File: config.mk
export PLATFORM = sky130hd
export DESIGN_NAME = reram_access_scheduler
export DESIGN_NICKNAME = d
export VERILOG_FILES = /design/src/rtl/reram_sched_pkg.sv /design/src/rtl/reram_access_scheduler_rr_arbiter.sv /design/src/rtl/reram_access_scheduler.sv
export SDC_FILE = /design/constraint.sdc
export NUM_CORES = 1
export LEC_CHECK = 0
export ABC_CLOCK_PERIOD_IN_PS = 2200
export BUFFER_PORTS_ARGS = -buffer_cell sky130_fd_sc_hd__buf_2
export CAP_MARGIN = 15
export CORE_ASPECT_RATIO = 0.8
export CORE_MARGIN = 2
export CORE_UTILIZATION = 38
export DETAILED_ROUTE_END_ITERATION = 8
export GPL_TIMING_DRIVEN = 0
export PLACE_DENSITY = 0.73
export SETUP_SLACK_MARGIN = 0.2
export SLEW_MARGIN = 10
export SYNTH_ARGS = -nofsm -noshare
export SYNTH_HDL_FRONTEND = slang
export SYNTH_HIERARCHICAL = 1
export SYNTH_SLANG_ARGS = --single-unit
export TNS_END_PERCENT = 100
File: constraint.sdc
create_clock -name wb_clk_i -period 2.2 [get_ports wb_clk_i]
set_clock_uncertainty 0.15 [all_clocks]
set_input_delay 0 -clock wb_clk_i [delete_from_list [all_inputs] [get_ports wb_clk_i]]
set_output_delay 0 -clock wb_clk_i [all_outputs]
set_load 0.02 [all_outputs]
File: src/rtl/reram_sched_pkg.sv
// Shared state encoding and command-word field positions for the
// ReRAM access scheduler.
package reram_sched_pkg;

   typedef enum logic [2:0] {
      IDLE,
      WR_ISSUE,
      WR_WAIT,
      RD_ISSUE,
      RESP
   } sched_state_t;

   localparam int ROW_MSB  = 29;
   localparam int ROW_LSB  = 25;
   localparam int COL_MSB  = 24;
   localparam int COL_LSB  = 20;
   localparam int DATA_MSB = 7;
   localparam int DATA_LSB = 0;

   localparam int QDEPTH_DEFAULT = 32;

   function automatic logic [31:0] mk_cmd(
      input logic [4:0] row,
      input logic [4:0] col,
      input logic [7:0] wdata
   );
      logic [31:0] w;
      w = '0;
      w[ROW_MSB:ROW_LSB]   = row;
      w[COL_MSB:COL_LSB]   = col;
      w[DATA_MSB:DATA_LSB] = wdata;
      return w;
   endfunction

endpackage

File: src/rtl/reram_access_scheduler_rr_arbiter.sv
// Round-robin arbiter: one-hot grant from a request vector, pointer
// moves past the winner whenever the grant is consumed.
module reram_rr_arbiter #(
   parameter int NUM_REQ = 2
) (
   input  logic                       wb_clk_i,
   input  logic                       wb_rst_i,
   input  logic [NUM_REQ-1:0]         req,
   input  logic                       advance,
   output logic [NUM_REQ-1:0]         gnt,
   output logic [$clog2(NUM_REQ)-1:0] gnt_idx
);

   localparam int IW = $clog2(NUM_REQ);

   logic [IW-1:0] ptr_q;
   logic [IW-1:0] j;

   // Scan from the farthest offset down so the requester nearest the
   // pointer is the last writer and therefore wins.
   always_comb begin
      gnt     = '0;
      gnt_idx = '0;
      j       = '0;
      for (int i = NUM_REQ - 1; i >= 0; i--) begin
         j = IW'((int'(ptr_q) + i) % NUM_REQ);
         if (req[j]) begin
            gnt     = '0;
            gnt[j]  = 1'b1;
            gnt_idx = j;
         end
      end
   end

   always_ff @(posedge wb_clk_i or posedge wb_rst_i) begin
      if (wb_rst_i) begin
         ptr_q <= '0;
      end else if (advance && |req) begin
         if (gnt_idx == IW'(NUM_REQ - 1))
            ptr_q <= '0;
         else
            ptr_q <= gnt_idx + 1'b1;
      end
   end

endmodule

File: src/rtl/reram_access_scheduler.sv
// Shares the ReRAM macro between NUM_REQ requesters, one command in flight.
// Optional ack watchdog enabled by defining RERAM_SCHED_TIMEOUT_EN.
module reram_access_scheduler
   import reram_sched_pkg::*;
#(
   parameter int NUM_REQ     = 2,
   parameter int QDEPTH      = QDEPTH_DEFAULT,
   parameter int TIMEOUT_CYC = 1024
) (
   input  logic                   wb_clk_i,
   input  logic                   wb_rst_i,
   input  logic [NUM_REQ-1:0]     req_valid_i,
   input  logic [NUM_REQ-1:0]     req_we_i,
   input  logic [NUM_REQ*32-1:0]  req_data_i,
   output logic [NUM_REQ-1:0]     req_ready_o,
   output logic [NUM_REQ-1:0]     rsp_valid_o,
   output logic [31:0]            rsp_data_o,
   output logic                   rsp_err_o,
   output logic                   reram_en_o,
   output logic                   reram_r_wb_o,
   output logic [31:0]            reram_dat_o,
   input  logic [31:0]            reram_rdata_i,
   input  logic                   reram_ack_i,
   output logic [5:0]             occupancy_o,
   output logic                   busy_o,
   output logic                   reram_rst_n_o
);

   localparam int         IW    = $clog2(NUM_REQ);
   localparam logic [5:0] QFULL = 6'(QDEPTH);

   sched_state_t state_q, state_d;

   logic [NUM_REQ-1:0] gnt;
   logic [IW-1:0]      gnt_idx;
   logic [IW-1:0]      idx_q;
   logic               arb_adv;
   logic               sel_we;
   logic [31:0]        sel_data;
   logic               sel_ill;
   logic [31:0]        cmd_q;
   logic [7:0]         rdata_q;
   logic               err_q;
   logic [5:0]         occ_q;
   logic [NUM_REQ-1:0] ready_c;
   logic               grant_c;
   logic               wr_done;
   logic               rd_done;
   logic               tmo;
   logic               tmo_c;
   logic               unused_rdata;

   reram_rr_arbiter #(
      .NUM_REQ (NUM_REQ)
   ) u_arb (
      .wb_clk_i (wb_clk_i),
      .wb_rst_i (wb_rst_i),
      .req      (req_valid_i),
      .advance  (arb_adv),
      .gnt      (gnt),
      .gnt_idx  (gnt_idx)
   );

   always_comb begin
      sel_we   = 1'b0;
      sel_data = '0;
      for (int k = 0; k < NUM_REQ; k++) begin
         if (gnt[k]) begin
            sel_we   = req_we_i[k];
            sel_data = req_data_i[k*32 +: 32];
         end
      end
   end

   // Writes into a full queue or reads from an empty one never reach the macro.
   assign sel_ill = sel_we ? (occ_q >= QFULL) : (occ_q == '0);

   assign grant_c = (state_q == IDLE) && (|req_valid_i);
   assign wr_done = (state_q == WR_WAIT) && reram_ack_i;
   assign rd_done = (state_q == RD_ISSUE) && reram_ack_i;
   assign tmo_c   = tmo && !reram_ack_i;

`ifdef RERAM_SCHED_TIMEOUT_EN
   localparam int TW = $clog2(TIMEOUT_CYC + 1);

   logic [TW-1:0] tmo_cnt_q;
   logic          waiting;

   assign waiting = (state_q == WR_WAIT) || (state_q == RD_ISSUE);

   always_ff @(posedge wb_clk_i or posedge wb_rst_i) begin
      if (wb_rst_i) begin
         tmo_cnt_q <= '0;
      end else if ((state_d != state_q) &&
                   ((state_d == WR_WAIT) || (state_d == RD_ISSUE))) begin
         tmo_cnt_q <= '0;
      end else if (waiting) begin
         tmo_cnt_q <= tmo_cnt_q + 1'b1;
      end
   end

   assign tmo = waiting && (tmo_cnt_q == TW'(TIMEOUT_CYC - 1));
`else
   localparam int unused_timeout_cyc = TIMEOUT_CYC;

   assign tmo = 1'b0;
`endif

   always_comb begin
      state_d      = state_q;
      arb_adv      = 1'b0;
      ready_c      = '0;
      reram_en_o   = 1'b0;
      reram_r_wb_o = 1'b0;
      rsp_valid_o  = '0;
      unique case (state_q)
         IDLE: begin
            if (grant_c) begin
               arb_adv = 1'b1;
               ready_c = gnt;
               if (sel_ill)
                  state_d = RESP;
               else if (sel_we)
                  state_d = WR_ISSUE;
               else
                  state_d = RD_ISSUE;
            end
         end
         // A longer EN pulse would be taken by the macro as a second write.
         WR_ISSUE: begin
            reram_en_o = 1'b1;
            state_d    = WR_WAIT;
         end
         WR_WAIT: begin
            if (wr_done || tmo_c)
               state_d = RESP;
         end
         RD_ISSUE: begin
            reram_en_o   = 1'b1;
            reram_r_wb_o = 1'b1;
            if (rd_done || tmo_c)
               state_d = RESP;
         end
         RESP: begin
            rsp_valid_o[idx_q] = 1'b1;
            state_d            = IDLE;
         end
         default: begin
            state_d = IDLE;
         end
      endcase
   end

   always_ff @(posedge wb_clk_i or posedge wb_rst_i) begin
      if (wb_rst_i) begin
         state_q <= IDLE;
         idx_q   <= '0;
         cmd_q   <= '0;
         rdata_q <= '0;
         err_q   <= 1'b0;
         occ_q   <= '0;
      end else begin
         state_q <= state_d;
         unique case (1'b1)
            grant_c: begin
               idx_q   <= gnt_idx;
               cmd_q   <= sel_data;
               rdata_q <= '0;
               err_q   <= sel_ill;
            end
            wr_done: begin
               if (occ_q < QFULL)
                  occ_q <= occ_q + 1'b1;
            end
            rd_done: begin
               rdata_q <= reram_rdata_i[DATA_MSB:DATA_LSB];
               if (occ_q != '0)
                  occ_q <= occ_q - 1'b1;
            end
            tmo_c: begin
               err_q <= 1'b1;
            end
            default: ;
         endcase
      end
   end

   // Mask grants while reset is held so no requester drops a command.
   assign req_ready_o   = wb_rst_i ? '0 : ready_c;
   assign rsp_data_o    = (state_q == RESP) ? {24'd0, rdata_q} : '0;
   assign rsp_err_o     = (state_q == RESP) && err_q;
   assign reram_dat_o   = cmd_q;
   assign occupancy_o   = occ_q;
   assign busy_o        = (state_q != IDLE);
   assign reram_rst_n_o = ~wb_rst_i;
   assign unused_rdata  = ^reram_rdata_i[31:8];

endmodule

# Word-level counts from Yosys, hierarchy flattened
# Index checks and enable logic that the tools add are counted.
# totals
reg_bits	52
input_bits	103
out_inout_bits	79
wordCells	86
# op_classes
addsub	4
magnitude_cmp	8
eq_ne	9
n_mux	39
bitwise	1
reduce_logical	18
# ops
op	count
$mux 32	2
$mux 1	17
$pmux 8 s2	1
$mux 2	7
$mux 3	4
$mux 6	2
$pmux 3 s4	1
$pmux 6 s2	1
$logic_and 1x1->1	8
$mux 8	1
$add 6x1->6 const B	1
$eq 3x2->1 const B	2
$ge 6x6->1 const B	1
$logic_not 6->1	1
$lt 1x2->1 const B	3
$lt 6x6->1 const B	1
$ne 2x2->1 const B	3
$reduce_and 3->1	2
$reduce_bool 6->1	1
$sub 6x1->6 const B	1
$ne 2x1->1 const B	2
$reduce_bool 2->1	2
$reduce_or 2->1	2
$demux 1 s1	3
7 further kinds	10

# Logic depth before layout (Yosys ltp)
# logic_depth
word_depth	13
mapped_depth	9

# By module
# The synthesis kept the hierarchy.
# by_module_without_submodules
module	instances	cells_each	area_each_um2	seq_area_each_um2
reram_access_scheduler	1	287	2786.4	1276.2
reram_rr_arbiter	1	8	66.3	25.0

# Worst setup path after synthesis
# OpenSTA, ideal clock, no wires.
# synth_path
path_type	reg-to-reg
start	register state_q[2]
end	register occ_q[4] (netlist: occupancy_o[4])
setup_ps	132
t_arrival_ps	1636
required_ps	1918
path_slack_ps	282
stages_incl_launch_ff	8
n_path_buf	1
cell_sequence	dfrtp_1 > nand4b_1 > buf_4 > xnor2_1 > ha_1 > nor3b_1 > o211ai_1 > xnor2_1
# synth_between
elab_chain_len	4
# synth_lines
element	line_no	source
from (decl)	reram_access_scheduler.sv:32	sched_state_t state_q, state_d;
from (signal assigned)	reram_access_scheduler.sv:163	state_q <= state_d;
$eq 3x2->1, on equally long branches	reram_access_scheduler.sv:80, reram_access_scheduler.sv:79	
$logic_and 1x1->1, on equally long branches	reram_access_scheduler.sv:80, reram_access_scheduler.sv:79	
$ne 2x1->1 (no line) or $reduce_bool 2->1 (tied branches)	--	
$reduce_and 3->1 (no line)	--	
to (signal assigned)	reram_access_scheduler.sv:173	occ_q <= occ_q + 1'b1;
to (signal assigned)	reram_access_scheduler.sv:178	occ_q <= occ_q - 1'b1;
to (decl)	reram_access_scheduler.sv:44	logic [5:0] occ_q;
# Several ways; a longest one is shown, not always the timed one.
# A chain may end at the register's enable or synchronous reset.

# Worst setup path after layout
# layout_path
start	register u_arb.ptr_q
end	register state_q[2]
# layout_rtl
element	line_no	source
from (decl)	reram_access_scheduler_rr_arbiter.sv:16	logic [IW-1:0] ptr_q;
from (signal assigned)	reram_access_scheduler_rr_arbiter.sv:42	ptr_q <= gnt_idx + 1'b1;
$add 1x1->1	reram_access_scheduler_rr_arbiter.sv:26	j = IW'((int'(ptr_q) + i) % NUM_REQ);
$lt 1x2->1 (implied by the code) or $ge 1x1->1 (tied branches)	reram_access_scheduler_rr_arbiter.sv:29	gnt[j] = 1'b1;
$logic_and 1x1->1 (implied by the code)	reram_access_scheduler_rr_arbiter.sv:29	
$mux 1 (implied by the code)	reram_access_scheduler_rr_arbiter.sv:29	
$demux 1 s1	--	
$mux 2	reram_access_scheduler_rr_arbiter.sv:27	if (req[j]) begin
$mux 2 (*)	reram_access_scheduler_rr_arbiter.sv:27	
net gnt[1]	reram_access_scheduler.sv:34	logic [NUM_REQ-1:0] gnt;
$mux 1 (*)	reram_access_scheduler.sv:68	if (gnt[k]) begin
$mux 1 (*)	reram_access_scheduler.sv:76	assign sel_ill = sel_we ? (occ_q >= QFULL) : (occ_q == '0);
$mux 3 (*)	reram_access_scheduler.sv:121	if (sel_ill)
$mux 3 (*)	reram_access_scheduler.sv:118	if (grant_c) begin
$pmux 3 s4 (*)	reram_access_scheduler.sv:116	unique case (state_q)
# Mark *: on every way through the listed nets, which the timed path passes. The rest lies on a longest branch. The select of a mux whose other input is x is not followed.

==> flow_summary.json <==
{
  "outcome": "finished clean",
  "worst-path-max-fanout": 9,
  "n_antenna_cell": 0,
  "ys_seq_area_share_pct": 45.61,
  "max_freq_mhz": 504.8,
  "final_max_slew_viol_count": 0,
  "firstDrtPassIters": 5,
  "root_buffer": "clkbuf_8",
  "synth_area_um2": 2853,
  "ys.warnings.count": 6,
  "finalSetupTns_ns": 0,
  "period_share_pct": 90.04,
  "whs_ns": 0.1217,
  "setup_slack_ns": 0.2191,
  "rows": 28,
  "rsz0062_at_grt": "true",
  "dieArea_um2": 8220,
  "postRouteAntennaNets": 0,
  "synth_area_per_cell_um2": 9.670,
  "totalWireLength_um": 9971,
  "pre_cts_ws_ns": -0.1123,
  "synthTopCellsByCount": "dfrtp_1 (52), nor2_1 (36), a22oi_1 (32)",
  "final_cells": 638,
  "worstSetupStartpointType": "register",
  "place.gp.congestion": 0.8221,
  "io_buffers": 133,
  "cts_tree": "done",
  "finalCriticalPeriod_ns": 1.981,
  "synth-edff-count": 0,
  "drive_above_1_share_pct": 41.61,
  "clockBufferDepth": 2,
  "synth_ff_type": "dfrtp_1",
  "wl_per_cell_um": 15.63,
  "grt_antenna_before_repair": 0,
  "synthTopCellsByArea": "dfrtp_1 (46%), a22oi_1 (8.4%), buf_4 (7.9%), a21oi_2 (5.8%), nor2_1 (4.7%)",
  "fp.dieW_um": 100.9,
  "critPathCaptureType": "register",
  "layout.nets": 651,
  "yosysMostFrequentCell": "dfrtp_1",
  "drc": 0,
  "num_vias": 3201,
  "die_h_um": 81.50,
  "cts-buffers-inserted": 5,
  "hp-class": "in -> async",
  "ir_drop_v": 0.0005376,
  "hold_viol_final": 0,
  "cap_violations": 0,
  "h-tree-depth": 2,
  "setup_viol": 0,
  "required_ns": 2.28,
  "place_hpwl_um": 6024,
  "grt_pass1_vias": 3110,
  "path_clk_slew_ns": 0.10,
  "arrival_ns": 2.06,
  "synth.top_cell.area_share_pct": 45.61,
  "yosysUniqueCellTypes": 43,
  "grt_usage_pct": 23.51,
  "placed_cells": 542,
  "power.density_nw_per_um2": 1159,
  "syn_inst": 295,
  "nFillCells": 572,
  "insertion_delay_ns": 0.30,
  "grt_pass1_wl_um": 15040,
  "p_leak_nw": 2.376,
  "synthArstFlopShare_pct": 100.0,
  "drtIter0Drc": 123,
  "grt_max_degree": 30,
  "synth_largest_area_cell": "dfrtp_1",
  "clock-sinks": 52,
  "start_util_pct": 38.96,
  "area_growth_pct": 67.63,
  "synth-seq-cells": 52,
  "ios": 182,
  "vias_per_cell": 5.017,
  "core_um2": 7322,
  "gr-total-overflow": 0,
  "crit_type": "reg -> reg"
}
[cells by family after synthesis]
logic type / synth area share, %
compound gates: 21.62
simple gates: 17.54
other cells: 0.1315
fa+ha+maj: 0.4385
buf+inv: 12.02
flops: 45.61
xor+xnor: 1.842
mux: 0.7894
[area by class of cell]
cell class / count / area, um^2 / area share (%)
Inverter: 4 / 17.52 / 0.3663
Sequential cell: 52 / 1303 / 27.24
Timing Repair Buffer: 222 / 1553 / 32.47
Multi-Input combinational cell: 215 / 1314 / 27.47
Tap cell: 90 / 112.6 / 2.355
Clock inverter: 1 / 30.03 / 0.6279
Buffer: 47 / 356.6 / 7.457
Clock buffer: 7 / 96.34 / 2.015
[routing by layer]
layer  vias up  GRT usage, %  wire (um)
met5         -             0          0
met4         0         8.082        201
met3        17         2.894        526
met2       144         43.47       5220
met1      1546         28.45       4023
li1       1494             -          -
[repair_timing]
item,4_1_cts,5_1_grt
gates cloned,0,0
gates resized for setup,9,26
hold buffers,79,0
setup buffers,4,5
endpoints found under the setup margin,34,38
endpoints found under the hold margin,71,0
pin swaps,1,5
[worst max-delay path: stages, from the launching register on]
cell	delay, ns
dfrtp_1	0.44
inv_1	0.09
a21boi_2	0.06
buf_4	0.13
buf_6	0.14
nand3b_4	0.16
a21bo_1	0.20
a2111o_1	0.40
a21oi_1	0.14
[cells in the final DEF, fill, tap and decap left out, drive strengths merged, types with 3 or more instances in the layout]
| master | synthesis | routed |
|---|---|---|
| nor2 | 37 | 37 |
| and2 | 3 | 3 |
| o211ai | 4 | 4 |
| clkbuf | 10 | 14 |
| dfrtp | 52 | 52 |
| a21oi | 35 | 35 |
| and3 | 12 | 12 |
| nor2b | 3 | 3 |
| o21ai | 8 | 8 |
| dlygate4sd3 | 0 | 79 |
| xnor2 | 6 | 6 |
| a22oi | 32 | 32 |
| buf | 37 | 183 |
| nor3 | 6 | 6 |
| inv | 4 | 4 |
| conb | 1 | 24 |
| nand2 | 22 | 22 |
[worst paths after layout]
kind,cells past startpoint,endpoint,from,slack [ns]
worst max-delay path,8,state_q[2],u_arb/ptr_q,0.22
worst min-delay path,3,rdata_q[6],wb_rst_i,0.12
worst max register to register,8,state_q[2],u_arb/ptr_q,0.22
worst min register to register,2,reram_dat_o[3],reram_dat_o[3],0.37
max in group asynchronous,4,u_arb/ptr_q,wb_rst_i,1.28
min in group wb_clk_i,4,rdata_q[4],reram_rdata_i[4],0.28
[metrics by stage]
step | power [mW] | utilization [%] | instance area (um^2)
3_3_place_gp | 4.422 | 50.77 | 3717
6_report | 5.541 | 65.31 | 4782
3_5_place_dp | 4.528 | 51.04 | 3737
4_1_cts | 5.432 | 64.18 | 4700
2_1_floorplan | 3.643 | - | 2939
5_1_grt | 5.916 | 65.31 | 4782
[where the power goes]
group	internal, mW	leakage [nW]	switching (mW)
logic	1.24	1.69	1.80
registers	1.44	0.624	0.341
clock network	0.402	0.0645	0.322
[state kept, by name, summed over array words and instances, names as in the netlist]
signal and flops:
err_q 1, idx_q 1, occupancy_o 6, rdata_q 8, reram_dat_o 32, state_q 3, u_arb/ptr_q 1
(Power assumes the default switching activity.)
